## src/rtl/calc_sequencer.sv

```systemverilog
// Entry/settle/hold controller for the 7-bit four-function calculator datapath.
// Optional CALC_CHAIN_EN: a press in SHOW feeds the answer back in as operand A.
module calc_sequencer #(
  parameter int WIDTH         = 7,
  parameter int SETTLE_CYCLES = 4
) (
  input  logic             clk,
  input  logic             rst,
  input  logic             on_off,
  input  logic             enter,
  input  logic [WIDTH-1:0] sw_data,
  input  logic [3:0]       sw_op,
  input  logic [WIDTH-1:0] dp_result,
  output logic             dp_on,
  output logic [WIDTH-1:0] dp_a,
  output logic [WIDTH-1:0] dp_b,
  output logic [3:0]       dp_op,
  output logic [WIDTH-1:0] ans,
  output logic             busy,
  output logic             done,
  output logic             err,
  output logic [1:0]       step
);

  typedef enum logic [2:0] {
    OFF, LOAD_A, LOAD_B, LOAD_OP, EXEC, SHOW, ERROR
  } state_t;

  localparam logic [3:0] LAST = 4'(SETTLE_CYCLES - 1);

  state_t           state, state_n;
  logic             s1, s2, s3;
  logic             press;
  logic             onehot;
  logic [3:0]       cnt, cnt_n;
  logic [WIDTH-1:0] a_n, b_n, ans_n;
  logic [3:0]       op_n;
  logic [1:0]       step_n;

  // two-flop synchroniser plus one history flop for edge detect
  always_ff @(posedge clk or posedge rst) begin
    if (rst) begin
      s1 <= 1'b0;
      s2 <= 1'b0;
      s3 <= 1'b0;
    end else begin
      s1 <= enter;
      s2 <= s1;
      s3 <= s2;
    end
  end

  assign press  = s2 & ~s3;
  assign onehot = (sw_op != 4'd0) &&
                  ((sw_op & (sw_op - 4'd1)) == 4'd0);

  always_ff @(posedge clk or posedge rst) begin
    if (rst) begin
      state <= OFF;
      cnt   <= '0;
      dp_a  <= '0;
      dp_b  <= '0;
      dp_op <= '0;
      ans   <= '0;
      dp_on <= 1'b0;
      busy  <= 1'b0;
      done  <= 1'b0;
      err   <= 1'b0;
      step  <= 2'd0;
    end else begin
      state <= state_n;
      cnt   <= cnt_n;
      dp_a  <= a_n;
      dp_b  <= b_n;
      dp_op <= op_n;
      ans   <= ans_n;
      dp_on <= (state_n != OFF);
      busy  <= (state_n == EXEC);
      done  <= (state_n == SHOW);
      err   <= (state_n == ERROR);
      step  <= step_n;
    end
  end

  always_comb begin
    state_n = state;
    cnt_n   = cnt;
    a_n     = dp_a;
    b_n     = dp_b;
    op_n    = dp_op;
    ans_n   = ans;
    if (!on_off) begin
      state_n = OFF;
      cnt_n   = '0;
      a_n     = '0;
      b_n     = '0;
      op_n    = '0;
      ans_n   = '0;
    end else begin
      unique case (state)
        OFF: state_n = LOAD_A;
        LOAD_A:
          if (press) begin
            a_n     = sw_data;
            state_n = LOAD_B;
          end
        LOAD_B:
          if (press) begin
            b_n     = sw_data;
            state_n = LOAD_OP;
          end
        LOAD_OP:
          if (press) begin
            if (!onehot) begin
              ans_n   = '1;
              state_n = ERROR;
            end else if (sw_op == 4'b1000 &&
                         dp_b == '0) begin
              ans_n   = '1;
              state_n = ERROR;
            end else begin
              op_n    = sw_op;
              cnt_n   = '0;
              state_n = EXEC;
            end
          end
        EXEC:
          if (cnt == LAST) begin
            ans_n   = dp_result;
            op_n    = '0;
            cnt_n   = '0;
            state_n = SHOW;
          end else begin
            cnt_n = cnt + 4'd1;
          end
        SHOW:
          if (press) begin
`ifdef CALC_CHAIN_EN
            a_n     = ans;
            state_n = LOAD_B;
`else
            state_n = LOAD_A;
`endif
          end
        ERROR: begin
          ans_n = '1;
          if (press) begin
            ans_n   = '0;
            state_n = LOAD_A;
          end
        end
        default: state_n = OFF;
      endcase
    end
  end

  always_comb begin
    step_n = 2'd3;
    unique case (state_n)
      OFF:     step_n = 2'd0;
      LOAD_A:  step_n = 2'd0;
      LOAD_B:  step_n = 2'd1;
      LOAD_OP: step_n = 2'd2;
      default: step_n = 2'd3;
    endcase
  end

endmodule
```

## config.mk

```make
export PLATFORM = sky130hd
export DESIGN_NAME = calc_sequencer
export DESIGN_NICKNAME = d
export VERILOG_FILES = /design/src/rtl/calc_sequencer.sv
export SDC_FILE = /design/constraint.sdc
export NUM_CORES = 1
export LEC_CHECK = 0
export CORE_ASPECT_RATIO = 2
export CORE_UTILIZATION = 50
export CTS_CLUSTER_SIZE = 10
export DETAILED_ROUTE_END_ITERATION = 8
export GPL_TIMING_DRIVEN = 0
export HOLD_SLACK_MARGIN = 0.02
export PLACE_DENSITY = 0.83
export SLEW_MARGIN = 20
export SYNTH_ARGS = -nofsm -noshare
export SYNTH_HDL_FRONTEND = slang
export SYNTH_SLANG_ARGS = --single-unit
```

## constraint.sdc

```tcl
create_clock -name clk -period 2.7 [get_ports clk]
set_clock_uncertainty 0.05 [all_clocks]
set_input_delay 0.54 -clock clk [delete_from_list [all_inputs] [get_ports clk]]
set_output_delay 0.54 -clock clk [all_outputs]
set_load 0.01 [all_outputs]
```

* Word-level counts from Yosys, hierarchy flattened
Index checks and enable logic that the tools add are counted.
Storage, ports and cells: register bits after elaboration 41, latch bits 0, bits in writable memories 0, bits in read-only memories 0, input bits 22, word-level logic and storage cells 92, memories 0
Operators by class: $add $sub $neg 2, multiply operators 0, divide/modulo/power cells 0, $lt $le $gt $ge 0, equal/unequal tests 24, shifts and indexed selects 0, mux-type cells 34, bitwise operators 3, reductions and logical operators 15
Operators with widths (count):
- $mux 7 | 11
- $mux 4 | 10
- $pmux 7 s3 | 1
- $eq 3x3->1 const B | 6
- $mux 3 | 6
- $pmux 3 s6 | 1
- $pmux 4 s2 | 2
- $eq 3x2->1 const B | 4
- $ne 3x3->1 const B | 4
- $reduce_and 4->1 | 2
- $logic_not 7->1 | 1
- $eq 3x1->1 const B | 2
- $logic_not 3->1 | 2
- $ne 2x1->1 const B | 3
- $pmux 2 s3 | 1
- $reduce_and 5->1 | 1
- $add 4x1->4 const B | 1
- $and 4x4->4 | 1
- $eq 4x2->1 const B | 1
- $eq 4x4->1 const B | 1
- $logic_not 4->1 | 1
- $mux 2 | 2
- $ne 4x1->1 const B | 1
- $ne 4x4->1 const B | 1
- 9 further kinds | 12

* Depth between registers and ports, before layout
Gate-level depths: netlist (run 1).
word-level depth 11, gate-level depth with buffers 8

* Worst setup path before layout (run 1)
No wires, ideal clock.
kind in2reg, start in sw_op[0], end reg busy, arrival 1599 ps, data required time 2583 ps, slack 985 ps, stages 5, cells stage by stage nor4b_1 a211oi_2 or2_4 a21oi_4 and3_1
Between the ends: longest elaborated chain between the ends 9
Ends and longest elaborated chain:
- start, declared | RTL line 12 | input logic [3:0] sw_op,
- $sub 4x1->4 | RTL line 55 | ((sw_op & (sw_op - 4'd1)) == 4'd0);
- $and 4x4->4 | RTL line 55
- $logic_not 4->1 | RTL line 55
- $logic_and 1x1->1 | RTL line 54 | assign onehot = (sw_op != 4'd0) &&
- $mux 2 (*) | RTL line 114 | if (!onehot) begin
- $mux 3 (*) | RTL line 113 | if (press) begin
- $pmux 3 s6 (*) | RTL line 100 | unique case (state)
- $mux 3 (*) | RTL line 92 | if (!on_off) begin
- $eq 3x3->1 (*) | RTL line 78 | busy <= (state_n == EXEC);
- end signal, assigned | RTL line 78
- end, declared | RTL line 19 | output logic busy,
Every way passes the cells marked *; elsewhere a longest branch is shown, timed or not. A chain may end at the register's enable or synchronous reset.

* Final worst setup path (run 1)
start in sw_op[1], end reg ans[4]
Between the ends: longest elaborated chain between the ends 8
Ends and longest elaborated chain:
- $sub 4x1->4 | RTL line 55
- $and 4x4->4 | RTL line 55
- $logic_not 4->1 | RTL line 55
- $logic_and 1x1->1 | RTL line 54
- $mux 7 | RTL line 114
- $mux 7 | RTL line 113
- $pmux 7 s3 | RTL line 100
- $mux 7 | RTL line 92
- end signal, assigned | RTL line 76 | ans <= ans_n;
- end, declared | RTL line 18 | output logic [WIDTH-1:0] ans,
Parallel ways exist; a longest one is shown, timed or not. The select of a mux whose other input is x is not followed.

==> results of run 1 <==
==> per-layer routing <==
metal	vias to the layer above	track usage [%]	part of all wire, %
met5	-	0	0
met4	0	9.314	2.1
met3	8	3.976	2.8
met2	34	42.59	58
met1	746	25.37	37
li1	755	-	-
==> cell type report <==
type	instances	area share (%)
buffer	10	2.577
clock buffer	5	2.577
clock inverter	3	0.6560
inverter	5	0.7029
multi-input combinational	124	32.52
sequential	41	38.43
tap	51	2.390
timing repair buffer	52	20.15
==> cells in the mapped netlist (2+ instances only) <==
cell / number
or3b_1: 2
buf_4: 2
nand3_1: 6
nor4_1: 2
o21ai_1: 4
o21ai_0: 7
a21oi_1: 2
nor4b_1: 2
nor3b_2: 2
inv_2: 2
nand2_1: 17
and3_1: 2
nor2b_1: 2
a22o_1: 4
dfrtp_1: 41
inv_1: 3
o211a_1: 7
nor2_1: 23
clkbuf_1: 3
buf_6: 3
maj3_1: 2
mux2i_1: 14
==> cell families (layout without fill, tap and decap cells) <==
logic type               Yosys count  after routing
flip-flops                        41             41
AND/OR/NAND/NOR                   69             69
adder cells (fa/ha/maj)            3              3
buffers and inverters             15             75
AO/OA/AOI/OAI                     37             37
XOR/XNOR                           1              1
multiplexers                      14             14
==> where the power goes <==
part           leakage [nW]  total (mW)  internal (mW)  switching, mW
Sequential            0.549       0.645          0.634         0.0109
Combinational         0.619       0.191         0.0960         0.0954
Clock                0.0439       0.386          0.178          0.207
==> sequential cells by signal, indices dropped and copies added, names as in the netlist <==
name	flops
ans	7
dp_a	7
dp_b	7
cnt	4
dp_op	4
state	3
step	2
busy	1
done	1
dp_on	1
err	1
s1	1
s2	1
s3	1
==> critical path, delay by kind of cell <==
family	cells	cell delay, ps
AOI/OAI and AO/OA	3	480
buffers and inverters	1	550
and+or+nand+nor	2	660
==> final timing paths <==
path                            slack, ps       end
worst min-delay path                  330        s2
min in group asynchronous             510    ans[4]
worst min register to register        330        s2
worst max register to register        770   step[1]
worst max-delay path                  600    ans[4]
max in group asynchronous            1620  dp_op[0]
==> stage by stage <==
stage	setup WS, ps	util, %	hold WS, ps	total power [mW]
after floorplan	984.6	-	281.2	0.7573
after global placement	328.0	67.20	309.2	0.8405
after detailed placement	306.5	67.93	307.0	0.8491
after CTS	563.1	70.20	320.9	1.231
after global routing	459.7	70.20	328.2	1.272
final	596.8	70.20	326.2	1.222
==> results.sh, run 1 <==
export IMPL_syn_area_per_cell_sq_um=11.01
export IMPL_p_leak_nw=1.211
export IMPL_initialDrtViolationCount=11
export IMPL_post_drt_via_cell_ratio=5.302
export IMPL_vertical_extent_of_the_die_microns=91.04
export IMPL_dominantRegCellSynth="dfrtp_1"
export IMPL_drt_drc_violations_left=0
export IMPL_multi_input_area_sq_um=868.3
export IMPL_cts_resized=0
export IMPL_crit_slowest_cell="clkdlybuf4s50_1"
export IMPL_min_path_type="flop to flop"
export IMPL_critical_path_endpoint_type="flop"
export IMPL_timing_slew_headroom_pct=57.02
export IMPL_layout_filler_cells=303
export IMPL_syn_area_sq_mm=0.001982
export IMPL_maximum_fanout_encountered_on_the_critical_timing_path=7
export IMPL_floorplan_initialDensity_pct=52.11
export IMPL_synth_edff_count=0
export IMPL_dp_final_hpwl_microns=3291
export IMPL_antenna_cells_inserted=0
export IMPL_setup_viol=0
export IMPL_synth_cell_types=50
export IMPL_worst_hold_startpoint="s1"
export IMPL_final_setup_tns_ps=0
export IMPL_ctsHtreeMaxLevel=2
export IMPL_synth_xor_area_share_pct=0.4419
export IMPL_worstSetupStartpoint="sw_op[1]"
export IMPL_timing_final_crit_share_pct=77.90
export IMPL_layout_commonest_cell="clkdlybuf4s50_1"
export IMPL_placed_cells_incl_taps=283
export IMPL_criticalPathCategory="input port to flop"
export IMPL_layout_nets=262
export IMPL_synth_compound_area_share_pct=15.34
export IMPL_synthSimpleGateAreaFrac_pct=19.32
export IMPL_synthDominantAreaCellType="dfrtp_1"
export IMPL_report_final_slew_viol_count=0
export IMPL_synth_sequential_area_ratio_pct=51.77
export IMPL_first_global_vias=1658
export IMPL_drt_wirelength_per_cell_microns=14.79
export IMPL_fin_cells=291
export IMPL_area_growth_synth_to_final_pct=34.72
export IMPL_synth_warnings=0
export IMPL_globalRoute_totalOverflow=0
export IMPL_cp_data_arrival_time_ps=2240
export IMPL_cts_buffers=5
export IMPL_synthesis_instances=180
export IMPL_floorplan_core_area_sq_mm=0.003804
export IMPL_vdd_ir_drop_max_mv=0.4447
export IMPL_die_area_sq_mm=0.004235
export IMPL_clk_latency_worst_skew_pair_ps=290
export IMPL_postSynthRegisterBits=41
export IMPL_tritoncts="done"
export IMPL_final_hold_viol_count=0
export IMPL_postRouteWirelength_microns=4303
export IMPL_final_period_minus_worst_setup_slack_ps=2103
export IMPL_rd_place_congestion=0.8103
export IMPL_grt_max_degree=24
export IMPL_drtAntennaViolNets=0
export IMPL_sequential_cell_area_sq_mm=0.001026
export IMPL_synth_adder_area_share_pct=1.641
export IMPL_clk_transition_reported_paths_ps=80
export IMPL_die_width_microns=46.52
export IMPL_syn_nets=203
export IMPL_synthMuxAreaShare_pct=7.071
export IMPL_cts_sinks=41
export IMPL_grt_antenna_before_repair=0
export IMPL_grt_setup_unrepaired="no"
export IMPL_r2r_worst_path_cells=6
export IMPL_clk_root_buffer_cell="clkbuf_8"
export IMPL_fmax_mhz=475.5
export IMPL_post_cts_hold_buffer_count=0
export IMPL_fraction_of_final_layout_cells_with_drive_strength_greater_than_1_pct=12.92
export IMPL_port_buffers=51
export IMPL_num_io_pins=53
export IMPL_drt_pre_antenna_iters=4
export IMPL_timing_critical_path_cells="clkdlybuf4s50_1 -> nor4b_1 -> a211oi_2 -> nor3_1 -> a21oi_2 -> o211a_1"
export IMPL_regToRegStartpoint="cnt[0]"
export IMPL_worst_hold_path_num_cells=0
export IMPL_grt_pass1_wl_microns=7362
export IMPL_worst_slew_pin_transition_ps=639.9
export IMPL_cts_max_path_buffers=2
export IMPL_maxCapViolations=0
export IMPL_stdcell_area_sq_mm=0.002670
export IMPL_startpoint_types="input port"
export IMPL_asyncSetResetFlopFracSynth_pct=100.0
export IMPL_max_stage_delay_ps=550
export IMPL_rows=32
export IMPL_post_cts_setup_buffer_count=0
export IMPL_placed_area_sq_mm=0.002584
export IMPL_critical_path_required_ps=2830
export IMPL_main_combinational_cell_family_by_area_after_synthesis="simple AND/OR/NAND/NOR gates"
export IMPL_detailroute_via_count=1543
export IMPL_power_density_of_the_placed_cells_mw_per_mm2=457.5
export IMPL_outcome="finished clean"
export IMPL_most_frequent_cells_in_the_layout="51 x clkdlybuf4s50_1, 41 x dfrtp_1, 23 x nor2_1, 17 x nand2_1, 14 x mux2i_1"
export IMPL_yosys_area_top_type_share_pct=51.77
export IMPL_global_routing_usage_summed_across_all_routing_layers_pct=23.79
export IMPL_netlist_top_cells_area="dfrtp_1 52%, mux2i_1 7.1%, nor2_1 4.4%"
Note: power is estimated with default switching activity, not from simulation.
==> inputs of run 2 (changes only) <==
--- a/config.mk
+++ b/config.mk
@@ -6,12 +6,12 @@
 export NUM_CORES = 1
 export LEC_CHECK = 0
 export CORE_ASPECT_RATIO = 2
-export CORE_UTILIZATION = 50
+export CORE_UTILIZATION = 43
 export CTS_CLUSTER_SIZE = 10
 export DETAILED_ROUTE_END_ITERATION = 8
 export GPL_TIMING_DRIVEN = 0
 export HOLD_SLACK_MARGIN = 0.02
-export PLACE_DENSITY = 0.83
+export PLACE_DENSITY = 0.76
 export SLEW_MARGIN = 20
 export SYNTH_ARGS = -nofsm -noshare
 export SYNTH_HDL_FRONTEND = slang
==> constraint.sdc (replaced) <==
create_clock -name clk -period 1.9 [get_ports clk]
set_clock_uncertainty 0.05 [all_clocks]
set_input_delay 0.38 -clock clk [delete_from_list [all_inputs] [get_ports clk]]
set_output_delay 0.38 -clock clk [all_outputs]
set_load 0.01 [all_outputs]
==> run 2 against run 1 <==
Clock power up 87%. Total power increased by 57%. Die area is 16% higher. Design area increased by 5.1%. Critical path type is now flop to flop. Critical endpoint is now dp_op[2].
==> results.sh, run 2 (synthesis gave the netlist of run 1 again) <==
export IMPL_outcome="finished clean"
export IMPL_rows=34
export IMPL_rd_place_congestion=0.8387
export IMPL_cts_max_path_buffers=2
export IMPL_global_routing_usage_summed_across_all_routing_layers_pct=19.66
export IMPL_rr_endpoint="dp_op[2]"
export IMPL_min_path_type="flop to flop"
export IMPL_port_buffers=51
export IMPL_setup_viol=0
export IMPL_floorplan_core_area_sq_mm=0.004382
export IMPL_max_stage_delay_ps=380
export IMPL_tritoncts="done"
export IMPL_maximum_fanout_encountered_on_the_critical_timing_path=10
export IMPL_area_growth_synth_to_final_pct=41.60
export IMPL_ctsHtreeMaxLevel=2
export IMPL_grt_setup_unrepaired="no"
export IMPL_post_drt_via_cell_ratio=5.386
export IMPL_grt_antenna_before_repair=0
export IMPL_most_frequent_cells_in_the_layout="47 x clkdlybuf4s50_1, 41 x dfrtp_1, 22 x nor2_1, 17 x nand2_1, 14 x mux2i_1"
export IMPL_critical_path_endpoint_type="flop"
export IMPL_antenna_cells_inserted=0
export IMPL_die_area_sq_mm=0.004901
export IMPL_report_final_slew_viol_count=0
export IMPL_worst_slew_pin_transition_ps=628.4
export IMPL_final_period_minus_worst_setup_slack_ps=1837
export IMPL_startpoint_types="flop"
export IMPL_clk_root_buffer_cell="clkbuf_8"
export IMPL_fin_util_pct=64.05
export IMPL_layout_filler_cells=362
export IMPL_layout_nets=266
export IMPL_layout_commonest_cell="clkdlybuf4s50_1"
export IMPL_globalRoute_totalOverflow=0
export IMPL_timing_critical_path_buf_inv=1
export IMPL_timing_reg2reg_setup_slack_ps=60
export IMPL_drt_drc_violations_left=0
export IMPL_cts_buffers=5
export IMPL_hold_worst_slack_ps=303.7
export IMPL_die_width_microns=50.01
export IMPL_grt_pass1_wl_microns=7300
export IMPL_criticalPathCategory="flop to flop"
export IMPL_critical_path_required_ps=2030
export IMPL_final_hold_viol_count=0
export IMPL_fraction_of_final_layout_cells_with_drive_strength_greater_than_1_pct=16.80
export IMPL_num_io_pins=53
export IMPL_timing_slew_headroom_pct=57.80
export IMPL_p_leak_nw=1.306
export IMPL_largest_registers="ans: 7 flops, dp_a: 7 flops, dp_b: 7 flops"
export IMPL_initialDrtViolationCount=34
export IMPL_detailroute_via_count=1605
export IMPL_timing_final_crit_share_pct=96.70
export IMPL_vdd_ir_drop_max_mv=0.6386
export IMPL_crit_slowest_cell="dfrtp_1"
export IMPL_regToRegStartpoint="state[0]"
export IMPL_maxCapViolations=0
export IMPL_cts_sinks=41
export IMPL_cp_data_arrival_time_ps=1970
export IMPL_worst_hold_path_num_cells=0
export IMPL_dp_final_hpwl_microns=3252
export IMPL_drt_wirelength_per_cell_microns=14.93
export IMPL_floorplan_initialDensity_pct=45.23
export IMPL_vertical_extent_of_the_die_microns=98.01
export IMPL_timing_critical_path_max_delay_family="compound AO/OA/AOI/OAI gates"
export IMPL_first_global_vias=1615
export IMPL_postRouteWirelength_microns=4448
export IMPL_clk_transition_reported_paths_ps=80
export IMPL_timing_critical_path_cells="buf_4 -> nor3b_2 -> o31ai_2 -> a21oi_1 -> o21ai_2 -> a22o_1"
export IMPL_stdcell_area_sq_mm=0.002806
export IMPL_fmax_mhz=544.3
export IMPL_drt_pre_antenna_iters=4
export IMPL_clk_latency_worst_skew_pair_ps=290
export IMPL_worst_hold_startpoint="s1"
export IMPL_r2r_worst_path_cells=6
export IMPL_drtAntennaViolNets=0
export IMPL_power_density_of_the_placed_cells_mw_per_mm2=684.8
export IMPL_worst_hold_path_endpoint="s2"
export IMPL_placed_area_sq_mm=0.002587
export IMPL_grt_max_degree=25
-- run 2: how the worst max path moves through the flow --
stage	start	endpoint	slack, ps	cells past startpoint
finish	state[0]	dp_op[2]	60	6
global route	state[2]	ans[5]	20	6
CTS	sw_op[3]	ans[6]	-10	6
detailed placement	sw_op[3]	cnt[2]	-350	6
global placement	rst	dp_op[2]	-290	2
floorplan	cnt[0]	step[1]	210	6
-- run 2: final cells by class --
type                            instances  area (sq um)  area share [%]
Inverter                                5         18.77          0.6687
Timing Repair Buffer                   56         578.1           20.60
Sequential cell                        41          1026           36.56
Clock inverter                          2         37.54           1.337
Multi-Input combinational cell        124         927.1           33.04
Buffer                                 10         68.82           2.452
Tap cell                               54         67.56           2.407
Clock buffer                            6         82.58           2.942
-- run 2: per-layer routing --
layer  global-route usage (%)  vias to the layer above  part of all wire [%]
met1                    20.69                      777                    36
met4                    11.65                        0                   4.3
met5                        0                        -                     0
met3                    3.738                       17                   2.8
li1                         -                      766                     -
met2                    34.67                       45                    56
-- run 2: where the power goes --
part / switching, mW / total, mW / internal (mW) / leakage (nW)
clock network: 0.293 / 0.720 / 0.427 / 0.0574
logic: 0.144 / 0.287 / 0.143 / 0.700
registers: 0.0149 / 0.915 / 0.900 / 0.549
total: 0.452 / 1.92 / 1.47 / 1.31
-- run 2: timing repair --
item,in CTS,in global routing
endpoints found under the setup margin,20,20
gates cloned,0,0
pin swaps,0,2
resized for setup,5,9
hold buffers,0,0
setup buffers,0,4
-- run 2: metrics by stage --
| step | power, mW | TNS, ps | setup WS (ps) | instances |
|---|---|---|---|---|
| 2_1_floorplan | 1.076 | 0 | 206.1 | 180 |
| 3_3_place_gp | 1.194 | -17070 | -292.0 | 285 |
| 3_5_place_dp | 1.207 | -6513 | -353.9 | 286 |
| 4_1_cts | 1.934 | -21.19 | -10.42 | 294 |
| 5_1_grt | 1.999 | 0 | 22.32 | 298 |
| 6_report | 1.922 | 0 | 62.77 | 298 |
==> inputs of run 3 (changes only) <==
--- a/config.mk
+++ b/config.mk
@@ -6,12 +6,12 @@
 export NUM_CORES = 1
 export LEC_CHECK = 0
 export CORE_ASPECT_RATIO = 2
-export CORE_UTILIZATION = 43
+export CORE_UTILIZATION = 48
 export CTS_CLUSTER_SIZE = 10
 export DETAILED_ROUTE_END_ITERATION = 8
 export GPL_TIMING_DRIVEN = 0
 export HOLD_SLACK_MARGIN = 0.02
-export PLACE_DENSITY = 0.76
+export PLACE_DENSITY = 0.8
 export SLEW_MARGIN = 20
 export SYNTH_ARGS = -nofsm -noshare
 export SYNTH_HDL_FRONTEND = slang
==> constraint.sdc (replaced) <==
create_clock -name clk -period 2.1 [get_ports clk]
set_clock_uncertainty 0.05 [all_clocks]
set_input_delay 0.42 -clock clk [delete_from_list [all_inputs] [get_ports clk]]
set_output_delay 0.42 -clock clk [all_outputs]
set_load 0.01 [all_outputs]
==> run 3 against run 2 <==
Clock-buffer cell count unchanged. Sequential cell count unchanged. Design area down 3.6%. Highest routed layer unchanged.
==> results.sh, run 3 (synthesis gave the netlist of run 1 again) <==
export IMPL_final_hold_viol_count=0
export IMPL_finalWorstSetupSlack_ps=132.6
export IMPL_rows=32
export IMPL_dp_final_hpwl_microns=3329
export IMPL_placed_area_sq_mm=0.002584
export IMPL_maxCapViolations=0
export IMPL_critical_path_required_ps=2230
export IMPL_antenna_cells_inserted=0
export IMPL_layout_commonest_cell="clkdlybuf4s50_1"
export IMPL_most_frequent_cells_in_the_layout="51 x clkdlybuf4s50_1, 41 x dfrtp_1, 22 x nor2_1, 17 x nand2_1, 14 x mux2i_1"
export IMPL_worst_hold_path_endpoint="s2"
export IMPL_postRouteWirelength_microns=4366
export IMPL_stdcell_area_sq_mm=0.002706
export IMPL_rr_endpoint="step[1]"
export IMPL_timing_slew_headroom_pct=56.25
export IMPL_final_period_minus_worst_setup_slack_ps=1967
export IMPL_clk_root_buffer_cell="clkbuf_8"
export IMPL_post_drt_via_cell_ratio=5.299
export IMPL_worst_hold_startpoint="s1"
export IMPL_layout_filler_cells=308
export IMPL_floorplan_core_area_sq_mm=0.003884
export IMPL_ctsHtreeMaxLevel=2
export IMPL_power_total_mw=1.738
export IMPL_largest_registers="ans: 7 flops, dp_a: 7 flops, dp_b: 7 flops"
export IMPL_power_density_of_the_placed_cells_mw_per_mm2=642.3
export IMPL_layout_nets=262
export IMPL_initialDrtViolationCount=16
export IMPL_grt_pass1_wl_microns=7507
export IMPL_worst_slew_pin_transition_ps=651.4
export IMPL_vdd_ir_drop_max_mv=0.6801
export IMPL_criticalPathCategory="input port to flop"
export IMPL_grt_setup_unrepaired="no"
export IMPL_clk_transition_reported_paths_ps=80
export IMPL_vertical_extent_of_the_die_microns=92.87
export IMPL_maximum_fanout_encountered_on_the_critical_timing_path=7
export IMPL_critical_path_endpoint_type="flop"
export IMPL_dp_slack_ps=-180.9
export IMPL_die_area_sq_mm=0.004405
export IMPL_num_io_pins=53
export IMPL_p_leak_nw=1.224
export IMPL_report_final_slew_viol_count=0
export IMPL_power_frac_seq_pct=47.7
export IMPL_grt_max_degree=25
export IMPL_switching_power_mw=0.4135
export IMPL_clk_latency_worst_skew_pair_ps=300
export IMPL_min_path_type="flop to flop"
export IMPL_port_buffers=51
export IMPL_cts_buffers=5
export IMPL_fraction_of_final_layout_cells_with_drive_strength_greater_than_1_pct=13.33
export IMPL_worst_hold_path_num_cells=0
export IMPL_startpoint_types="input port"
export IMPL_switching_share_pct=23.79
export IMPL_r2r_worst_path_cells=6
export IMPL_cts_sinks=41
export IMPL_detailroute_via_count=1542
export IMPL_outcome="finished clean"
export IMPL_globalRoute_totalOverflow=0
export IMPL_timing_reg2reg_setup_slack_ps=250
export IMPL_internal_power_mw=1.325
export IMPL_global_routing_usage_summed_across_all_routing_layers_pct=24.24
export IMPL_timing_final_crit_share_pct=93.69
export IMPL_drtAntennaViolNets=0
export IMPL_fin_util_pct=69.68
export IMPL_drt_drc_violations_left=0
export IMPL_post_cts_hold_buffer_count=0
export IMPL_grt_antenna_before_repair=0
export IMPL_first_global_vias=1619
export IMPL_fmax_mhz=508.3
export IMPL_die_width_microns=47.44
export IMPL_power_share_combinational_pct=14.1
export IMPL_setup_viol=0
export IMPL_floorplan_initialDensity_pct=51.03
export IMPL_rd_place_congestion=0.8568
export IMPL_final_setup_tns_ps=0
export IMPL_tritoncts="done"
export IMPL_area_growth_synth_to_final_pct=36.55
export IMPL_cts_max_path_buffers=2
export IMPL_cp_data_arrival_time_ps=2100
export IMPL_pwr_share_clk_pct=38.2
export IMPL_drt_wirelength_per_cell_microns=15.00
export IMPL_regToRegStartpoint="cnt[0]"
export IMPL_drt_pre_antenna_iters=4
-- run 3: cell types whose count changed in the layout (fill, tap and decap cells not counted), moves of 2 or more --
| cell | previous run | this run |
|---|---|---|
| nor4b_4 | 2 | 0 |
| clkdlybuf4s50_1 | 47 | 51 |
| dlymetal6s2s_1 | 4 | 0 |
| buf_4 | 6 | 2 |
| nor4b_1 | 0 | 2 |
-- run 3: area by class of cell --
cell class / count / area, sq um / area share, %
flip-flops and latches: 41 / 1026 / 37.91
multi-input cells: 124 / 870.8 / 32.18
repair buffers: 52 / 538.0 / 19.88
clock buffers: 6 / 82.58 / 3.051
plain buffers: 10 / 68.82 / 2.543
well taps: 51 / 63.81 / 2.358
clock inverters: 2 / 37.54 / 1.387
inverters: 5 / 18.77 / 0.6935
-- run 3: critical path: stages --
cell and delay [ps]:
clkdlybuf4s50_1 500, nor4b_1 390, a211oi_2 110, nor3_1 320, a21oi_2 130, o211a_1 230
-- run 3: power by group through the flow --
stage	Combinational [mW]	Clock (mW)	Sequential (mW)
floorplan	0.122	0	0.852
global placement	0.237	0	0.843
detailed placement	0.248	0	0.844
CTS	0.249	0.675	0.829
global route	0.268	0.701	0.833
finish	0.246	0.664	0.829
-- run 3: metal layers --
layer,track usage (%),wire length (microns),vias to the layer above
li1,-,-,758
met1,27.00,1679,733
met2,40.07,2415,37
met3,5.068,105,14
met4,13.33,165,0
met5,0,0,-
-- run 3: worst max path at each step --
stage                        start       end  cells after the start
after global routing      sw_op[3]  dp_op[2]                      6
after floorplan             cnt[0]   step[1]                      6
after detailed placement  sw_op[3]    cnt[2]                      6
final                     sw_op[3]    ans[4]                      6
after global placement    sw_op[3]    cnt[2]                      6
after CTS                 sw_op[3]    cnt[2]                      6
-- run 3: what timing repair did --
item | 4_1_cts | 5_1_grt
buffers inserted | 0 | 0
endpoints found under the hold margin | 0 | 0
resized for setup | 0 | 1
endpoints found under the setup margin | 0 | 1
-- run 3: stage by stage --
step	hold slack [ps]	cells
floorplan	281.2	180
global placement	284.6	282
detailed placement	298.5	283
CTS	341.2	291
global route	350.5	291
finish	342.1	291
